`src/rtl/fetch_pc_gen_if.sv`:
```
// Fetch PC generator bus: predictor/decode/execute control inputs and the PC/valid pipeline outputs.
// The slave side is the PC generator; the master side is the surrounding pipeline and predictor.
interface fetch_pc_gen_if #(
  parameter int PC_W = 10
);
  logic            if_prediction;
  logic [PC_W-1:0] if_PBT;
  logic [1:0]      exe_correction;
  logic [PC_W-1:0] exe_PBT;
  logic [PC_W-1:0] exe_CNI;
  logic            bp_flush;
  logic            id_is_jump;
  logic            id_is_btype;
  logic            id_jump_in_bht;
  logic [PC_W-1:0] id_branchtarget;
  logic            exe_is_ctrl;
  logic            isr_ret;
  logic            int_req;
  logic            int_ack;
  logic            ISR_running;
  logic [PC_W-1:0] if_PC;
  logic [PC_W-1:0] id_PC;
  logic [PC_W-1:0] exe_PC;
  logic            id_valid;
  logic            exe_valid;
  logic            redirect;

  modport master (
    output if_prediction, if_PBT, exe_correction, exe_PBT, exe_CNI, bp_flush,
           id_is_jump, id_is_btype, id_jump_in_bht, id_branchtarget, exe_is_ctrl,
           isr_ret, int_req,
    input  int_ack, ISR_running, if_PC, id_PC, exe_PC, id_valid, exe_valid, redirect
  );

  modport slave (
    input  if_prediction, if_PBT, exe_correction, exe_PBT, exe_CNI, bp_flush,
           id_is_jump, id_is_btype, id_jump_in_bht, id_branchtarget, exe_is_ctrl,
           isr_ret, int_req,
    output int_ack, ISR_running, if_PC, id_PC, exe_PC, id_valid, exe_valid, redirect
  );
endinterface

```
`src/rtl/fetch_pc_gen.sv`:
```
// Fetch-stage PC generator: IF PC register, next-PC selection, IF->ID->EXE PC/valid pipeline
// and the interrupt entry/return FSM.
module fetch_pc_gen #(
  parameter int              PC_W       = 10,
  parameter logic [PC_W-1:0] RESET_PC   = '0,
  parameter logic [PC_W-1:0] ISR_VECTOR = PC_W'(10'h3C0)
) (
  input  logic           CLK,
  input  logic           nrst,
  input  logic           en,
  input  logic           stall,
  fetch_pc_gen_if.slave  bus
);

  typedef enum logic {NORM, ISR} state_t;

  state_t          state_q;
  logic [PC_W-1:0] pc_p0;
  logic [PC_W-1:0] pc_p1;
  logic [PC_W-1:0] pc_p2;
  logic            vld_p1;
  logic            vld_p2;
  logic [PC_W-1:0] saved_pc;
  logic            int_ack_q;
  logic            isr_running_q;

  logic [PC_W-1:0] pc_seq;
  logic [PC_W-1:0] pc_next;
  logic            advance;
  logic            corr_take;
  logic            jump_take;
  logic            entry;
  logic            ret_take;
  logic            kill_id;

  // Sequential fetch address; wraps naturally at the top of the word space.
  function automatic logic [PC_W-1:0] pc_inc(input logic [PC_W-1:0] pc);
    return pc + PC_W'(1);
  endfunction

  assign advance = en & ~stall;

  // Stage p0: next-PC selection
  always_comb begin
    pc_seq    = pc_inc(pc_p0);
    corr_take = bus.exe_correction[1];
    jump_take = ~corr_take & bus.id_is_jump & ~bus.id_jump_in_bht & vld_p1;
    // Entry is blocked while any control transfer is in flight so saved_pc is never stale.
    entry     = (state_q == NORM) & bus.int_req & ~bus.id_is_jump & ~bus.id_is_btype &
                ~bus.exe_is_ctrl & ~bus.exe_correction[1] & ~(bus.isr_ret & vld_p1);
    ret_take  = (state_q == ISR) & bus.isr_ret & vld_p1 & ~corr_take & ~jump_take;

    if (bus.exe_correction == 2'b11)      pc_next = bus.exe_PBT;
    else if (bus.exe_correction == 2'b10) pc_next = bus.exe_CNI;
    else if (jump_take)                   pc_next = bus.id_branchtarget;
    else if (entry)                       pc_next = ISR_VECTOR;
    else if (ret_take)                    pc_next = saved_pc;
    else if (bus.if_prediction)           pc_next = bus.if_PBT;
    else                                  pc_next = pc_seq;

    kill_id = bus.bp_flush | entry | corr_take | jump_take | ret_take;
  end

  assign bus.redirect = (pc_next != pc_seq);

  // Stage p0 -> p1 -> p2 registers and interrupt FSM
  always_ff @(posedge CLK) begin
    if (!nrst) begin
      state_q       <= NORM;
      pc_p0         <= RESET_PC;
      pc_p1         <= '0;
      pc_p2         <= '0;
      vld_p1        <= 1'b0;
      vld_p2        <= 1'b0;
      saved_pc      <= '0;
      int_ack_q     <= 1'b0;
      isr_running_q <= 1'b0;
    end else if (advance) begin
      pc_p0     <= pc_next;
      pc_p1     <= pc_p0;
      pc_p2     <= pc_p1;
      vld_p1    <= ~kill_id;
      vld_p2    <= vld_p1 & ~bus.bp_flush;
      int_ack_q <= entry;
      case (state_q)
        NORM: begin
          if (entry) begin
            // The IF instruction is discarded and re-fetched from saved_pc on return.
            saved_pc      <= pc_p0;
            isr_running_q <= 1'b1;
            state_q       <= ISR;
          end
        end
        ISR: begin
          if (ret_take) begin
            isr_running_q <= 1'b0;
            state_q       <= NORM;
          end
        end
        default: state_q <= NORM;
      endcase
    end else begin
      int_ack_q <= 1'b0;
    end
  end

  assign bus.if_PC       = pc_p0;
  assign bus.id_PC       = pc_p1;
  assign bus.exe_PC      = pc_p2;
  assign bus.id_valid    = vld_p1;
  assign bus.exe_valid   = vld_p2;
  assign bus.int_ack     = int_ack_q;
  assign bus.ISR_running = isr_running_q;

endmodule
```
`src/flat_wrapper.sv`:
```
// flat-port wrapper written by rule: the top's interface ports become plain ports
module fetch_pc_gen_flat 
#(
  parameter int              PC_W       = 10,
  parameter logic [PC_W-1:0] RESET_PC   = '0,
  parameter logic [PC_W-1:0] ISR_VECTOR = PC_W'(10'h3C0)
)
  (CLK, nrst, en, stall, bus_if_prediction, bus_if_PBT, bus_exe_correction, bus_exe_PBT, bus_exe_CNI, bus_bp_flush, bus_id_is_jump, bus_id_is_btype, bus_id_jump_in_bht, bus_id_branchtarget, bus_exe_is_ctrl, bus_isr_ret, bus_int_req, bus_int_ack, bus_ISR_running, bus_if_PC, bus_id_PC, bus_exe_PC, bus_id_valid, bus_exe_valid, bus_redirect);
  fetch_pc_gen_if #(.PC_W(PC_W)) bus_i ();
  input  logic CLK;
  input  logic nrst;
  input  logic en;
  input  logic stall;
  input wire logic [$bits(bus_i.if_prediction)-1:0] bus_if_prediction;
  input wire logic [$bits(bus_i.if_PBT)-1:0] bus_if_PBT;
  input wire logic [$bits(bus_i.exe_correction)-1:0] bus_exe_correction;
  input wire logic [$bits(bus_i.exe_PBT)-1:0] bus_exe_PBT;
  input wire logic [$bits(bus_i.exe_CNI)-1:0] bus_exe_CNI;
  input wire logic [$bits(bus_i.bp_flush)-1:0] bus_bp_flush;
  input wire logic [$bits(bus_i.id_is_jump)-1:0] bus_id_is_jump;
  input wire logic [$bits(bus_i.id_is_btype)-1:0] bus_id_is_btype;
  input wire logic [$bits(bus_i.id_jump_in_bht)-1:0] bus_id_jump_in_bht;
  input wire logic [$bits(bus_i.id_branchtarget)-1:0] bus_id_branchtarget;
  input wire logic [$bits(bus_i.exe_is_ctrl)-1:0] bus_exe_is_ctrl;
  input wire logic [$bits(bus_i.isr_ret)-1:0] bus_isr_ret;
  input wire logic [$bits(bus_i.int_req)-1:0] bus_int_req;
  output wire logic [$bits(bus_i.int_ack)-1:0] bus_int_ack;
  output wire logic [$bits(bus_i.ISR_running)-1:0] bus_ISR_running;
  output wire logic [$bits(bus_i.if_PC)-1:0] bus_if_PC;
  output wire logic [$bits(bus_i.id_PC)-1:0] bus_id_PC;
  output wire logic [$bits(bus_i.exe_PC)-1:0] bus_exe_PC;
  output wire logic [$bits(bus_i.id_valid)-1:0] bus_id_valid;
  output wire logic [$bits(bus_i.exe_valid)-1:0] bus_exe_valid;
  output wire logic [$bits(bus_i.redirect)-1:0] bus_redirect;
  assign bus_i.if_prediction = bus_if_prediction;
  assign bus_i.if_PBT = bus_if_PBT;
  assign bus_i.exe_correction = bus_exe_correction;
  assign bus_i.exe_PBT = bus_exe_PBT;
  assign bus_i.exe_CNI = bus_exe_CNI;
  assign bus_i.bp_flush = bus_bp_flush;
  assign bus_i.id_is_jump = bus_id_is_jump;
  assign bus_i.id_is_btype = bus_id_is_btype;
  assign bus_i.id_jump_in_bht = bus_id_jump_in_bht;
  assign bus_i.id_branchtarget = bus_id_branchtarget;
  assign bus_i.exe_is_ctrl = bus_exe_is_ctrl;
  assign bus_i.isr_ret = bus_isr_ret;
  assign bus_i.int_req = bus_int_req;
  assign bus_int_ack = bus_i.int_ack;
  assign bus_ISR_running = bus_i.ISR_running;
  assign bus_if_PC = bus_i.if_PC;
  assign bus_id_PC = bus_i.id_PC;
  assign bus_exe_PC = bus_i.exe_PC;
  assign bus_id_valid = bus_i.id_valid;
  assign bus_exe_valid = bus_i.exe_valid;
  assign bus_redirect = bus_i.redirect;
  fetch_pc_gen #(.PC_W(PC_W), .RESET_PC(RESET_PC), .ISR_VECTOR(ISR_VECTOR)) u_core (.CLK(CLK), .nrst(nrst), .en(en), .stall(stall), .bus(bus_i));
endmodule
```
`config.mk`:
```
export PLATFORM = sky130hd
export DESIGN_NAME = fetch_pc_gen_flat
export DESIGN_NICKNAME = d
export VERILOG_FILES = /design/src/rtl/fetch_pc_gen_if.sv /design/src/rtl/fetch_pc_gen.sv /design/src/flat_wrapper.sv
export SDC_FILE = /design/constraint.sdc
export NUM_CORES = 1
export LEC_CHECK = 0
export CORE_MARGIN = 2
export CORE_UTILIZATION = 46
export CTS_CLUSTER_DIAMETER = 200
export DETAILED_ROUTE_END_ITERATION = 12
export GPL_TIMING_DRIVEN = 0
export HOLD_SLACK_MARGIN = 0.08
export PLACE_DENSITY = 0.84
export RECOVER_POWER = 50
export SLEW_MARGIN = 20
export SYNTH_ARGS = -nofsm -noshare
export SYNTH_HDL_FRONTEND = slang
export SYNTH_SLANG_ARGS = --single-unit
```
`constraint.sdc`:
```
create_clock -name CLK -period 2.92 [get_ports CLK]
set_input_delay 0.584 -clock CLK [delete_from_list [all_inputs] [get_ports CLK]]
set_output_delay 0.584 -clock CLK [all_outputs]
set_load 0.02 [all_outputs]
```
==> reports/metrics.cfg <==
[run_status]
status=finished, violations left
violations=setup timing

[layout]
area_growth_pct=52.3
drive_gt1_frac=0.196
fin_nets=508
final_util=0.731
diodes=0

[logic_synthesis]
synthArstFlopShare=0
ys_seq_area_frac=0.339
syn_nets=395
yosysWarnings=0
yosysMostFrequentCell=nand2_1
synth_common_cells=nand2_1, dfxtp_1, a21oi_1
synth_area_mm2=0.00266
ys_types=64
synth_top_cell_by_area=dfxtp_1
syn_area_per_cell_um2=7.82
synth_top_area_share=0.339
synth_edf_count=0
synthCells=340
ys_ff_latch=45
ys.flop_type=dfxtp_1
synth.area.top_cells=dfxtp_1, nand2_1, mux2i_1

[drt]
detail_route.first_pass.iterations=6
wl_mm=9.22
wl_per_cell_um=17.6
drc=0
vias_per_cell=5.73
drt-initial-drc-count=318
ant_nets=0
route.vias.total=3009

[setup_path]
cp_slowest_cell=a2111oi_2
end_kind=output port
cp_top_family=compound AO/OA/AOI/OAI gates
worstSetupPathType=in2out
cp.arrival_ns=2.44
crit_buf_inv=2
path_cells=clkdlybuf4s15_2 > nand2b_1 > and2_4 > a2111oi_2 > o21a_1 > o21ai_0 > a21boi_2 > o2111ai_1 > buf_4
startpoint_type=input pin
path_max_fanout=4
slowest_delay_ns=0.34
cp_data_required_time_ns=2.34

[global_route]
grt_usage=0.298
grt_pass1_vias=2932
antenna_found_initial=0
grt_overflow=0
grt_first_pass_wirelength_mm=14.8
grt_max_degree=13

[cts]
cts_inserted_buffers=5
tritoncts=built
root_buffer=clkbuf_8
clk_latency_ns=0.30
clk_pin_slew_ns=0.08
cts_sinks=45
holdBufCountCts=0
ctsHtreeMaxLevel=2
cts_buffer_depth=2

[power]
p_int_mw=1.01
vdd_drop_max_uv=464
pwr_density_cell_mw_per_mm2=349
seq_power_share=0.459
share_comb_of_total_power=0.264
power_leakage_nw=1.63
switching_share=0.286
clkPwrFrac=0.278
finalPower_mw=1.41
p_sw_mw=0.405

[floorplan]
ioPinCount=89
die_w_um=80.0
core_area_mm2=0.00554
num_rows=27
initial_core_util=0.480
dieArea_mm2=0.00640
die_h_um=80.0

[timing]
skew_ns=0.0109
tns_ns=-0.104
slew_violations=0
max_freq_ghz=0.331
worst_pin_slew_ns=0.677
finalWorstSetupSlack_ns=-0.104
period_needed_ns=3.02
rsz0062_at_grt=yes
slew_headroom=0.549
setup_viol=1
fin_crit_sh=1.04
timing.final.hold_violations=0
worst_hold_slack_ns=0.455

[placed_design]
io_buffers=86
place_ws_ns=-1.00
dpl.hpwl_mm=6.35
place.gp.congestion=0.914

[run]
maxCapViolations=0

[worst_hold_path]
hp-class=reg2reg

==> metal layers <==
| metal | GRT usage | vias to the layer above | wire [um] |
|---|---|---|---|
| met4 | 0.0966 | 0 | 231 |
| li1 | - | 1413 | - |
| met5 | 0 | - | 0 |
| met3 | 0.0701 | 37 | 753 |
| met1 | 0.372 | 1404 | 3780 |
| met2 | 0.505 | 155 | 4450 |
==> repair_timing <==
action / in CTS / in global routing
setup endpoints to repair: 1 / 1
cloned: 1 / 0
gates resized for setup: 66 / 8
setup buffers: 23 / 0
pin swaps: 26 / 0
==> metrics by stage <==
step           cell area (um^2)  cells
2_1_floorplan              2660    340
3_3_place_gp               3610    498
3_5_place_dp               3610    498
4_1_cts                    4020    525
5_1_grt                    4050    525
6_report                   4050    525
==> sequential cells by signal, summed over array words and instances (netlist names) <==
signal                  flops
u_core.bus.int_ack          1
u_core.bus.id_valid         1
u_core.bus.if_PC           10
u_core.bus.exe_PC          10
u_core.state_q              1
u_core.bus.id_PC           10
u_core.bus.exe_valid        1
u_core.saved_pc            10
u_core.bus.ISR_running      1
==> tightest hold or removal path: cells and delay by family (launching register included) <==
family	cells	cell delay, ns
compound gates	1	0.05
flops	1	0.31
simple gates	1	0.05
==> final timing paths <==
kind | endpoint | cells past startpoint | slack, ns | startpoint
worst max-delay path | bus_redirect | 9 | -0.10 | bus_id_jump_in_bht
worst min-delay path | u_core.bus.exe_PC[9] | 2 | 0.45 | u_core.bus.exe_PC[9]
worst max register to register | u_core.bus.if_PC[8] | 11 | 0.58 | u_core.bus.if_PC[3]
worst min register to register | u_core.bus.exe_PC[9] | 2 | 0.45 | u_core.bus.exe_PC[9]
==> logic make-up (layout without fill, tap and decap cells) <==
| family | Yosys count | after routing | share of synthesized area |
|---|---|---|---|
| flip-flops | 45 | 45 | 0.339 |
| AO/OA/AOI/OAI | 83 | 83 | 0.211 |
| multiplexers | 23 | 23 | 0.0880 |
| buffers and inverters | 31 | 144 | 0.0565 |
| AND/OR/NAND/NOR | 145 | 145 | 0.261 |
| XOR/XNOR | 12 | 12 | 0.0395 |
| adder cells (fa/ha/maj) | 1 | 1 | 0.00471 |
==> power groups by stage <==
| stage | sequential [mW] | clock, mW | combinational, mW |
|---|---|---|---|
| after floorplan | 0.667 | 0 | 0.160 |
| after global placement | 0.654 | 0 | 0.310 |
| after detailed placement | 0.654 | 0 | 0.315 |
| after CTS | 0.647 | 0.399 | 0.362 |
| after global routing | 0.650 | 0.418 | 0.396 |
| final | 0.648 | 0.393 | 0.373 |
==> cell usage in the layout, fill, tap and decap left out, types with 3 or more instances in the layout <==
cell type        synthesis  final
nor3_1                  12     10
nor2b_1                  5      5
nand2_1                 61     61
nand2b_1                 5      5
buf_2                    5      6
buf_6                    3      8
dlygate4sd3_1            0     33
inv_1                    4      3
o211ai_1                 3      3
nand3_2                  1      3
nor2_1                  35     35
dfxtp_2                  0      5
buf_4                    1     21
nand3_1                  8      6
xor2_1                   5      3
dfxtp_1                 45     39
clkbuf_8                 0      6
clkbuf_1                16     14
xnor2_1                  7      6
mux2i_1                 20     20
o21a_1                   3      3
o21ai_2                  1      4
a21oi_1                 36     36
o21ai_0                  6      5
clkdlybuf4s50_1          0     45
==> area by class of cell <==
cell class,count,area (um^2)
clock buffer,7,86.3
sequential,45,911
fill,429,1490
timing repair buffer,110,1040
tap,72,90.1
buffer,22,119
inverter,5,18.8
multi-input combinational,264,1780
No activity file was read; power rests on OpenSTA's default activity.
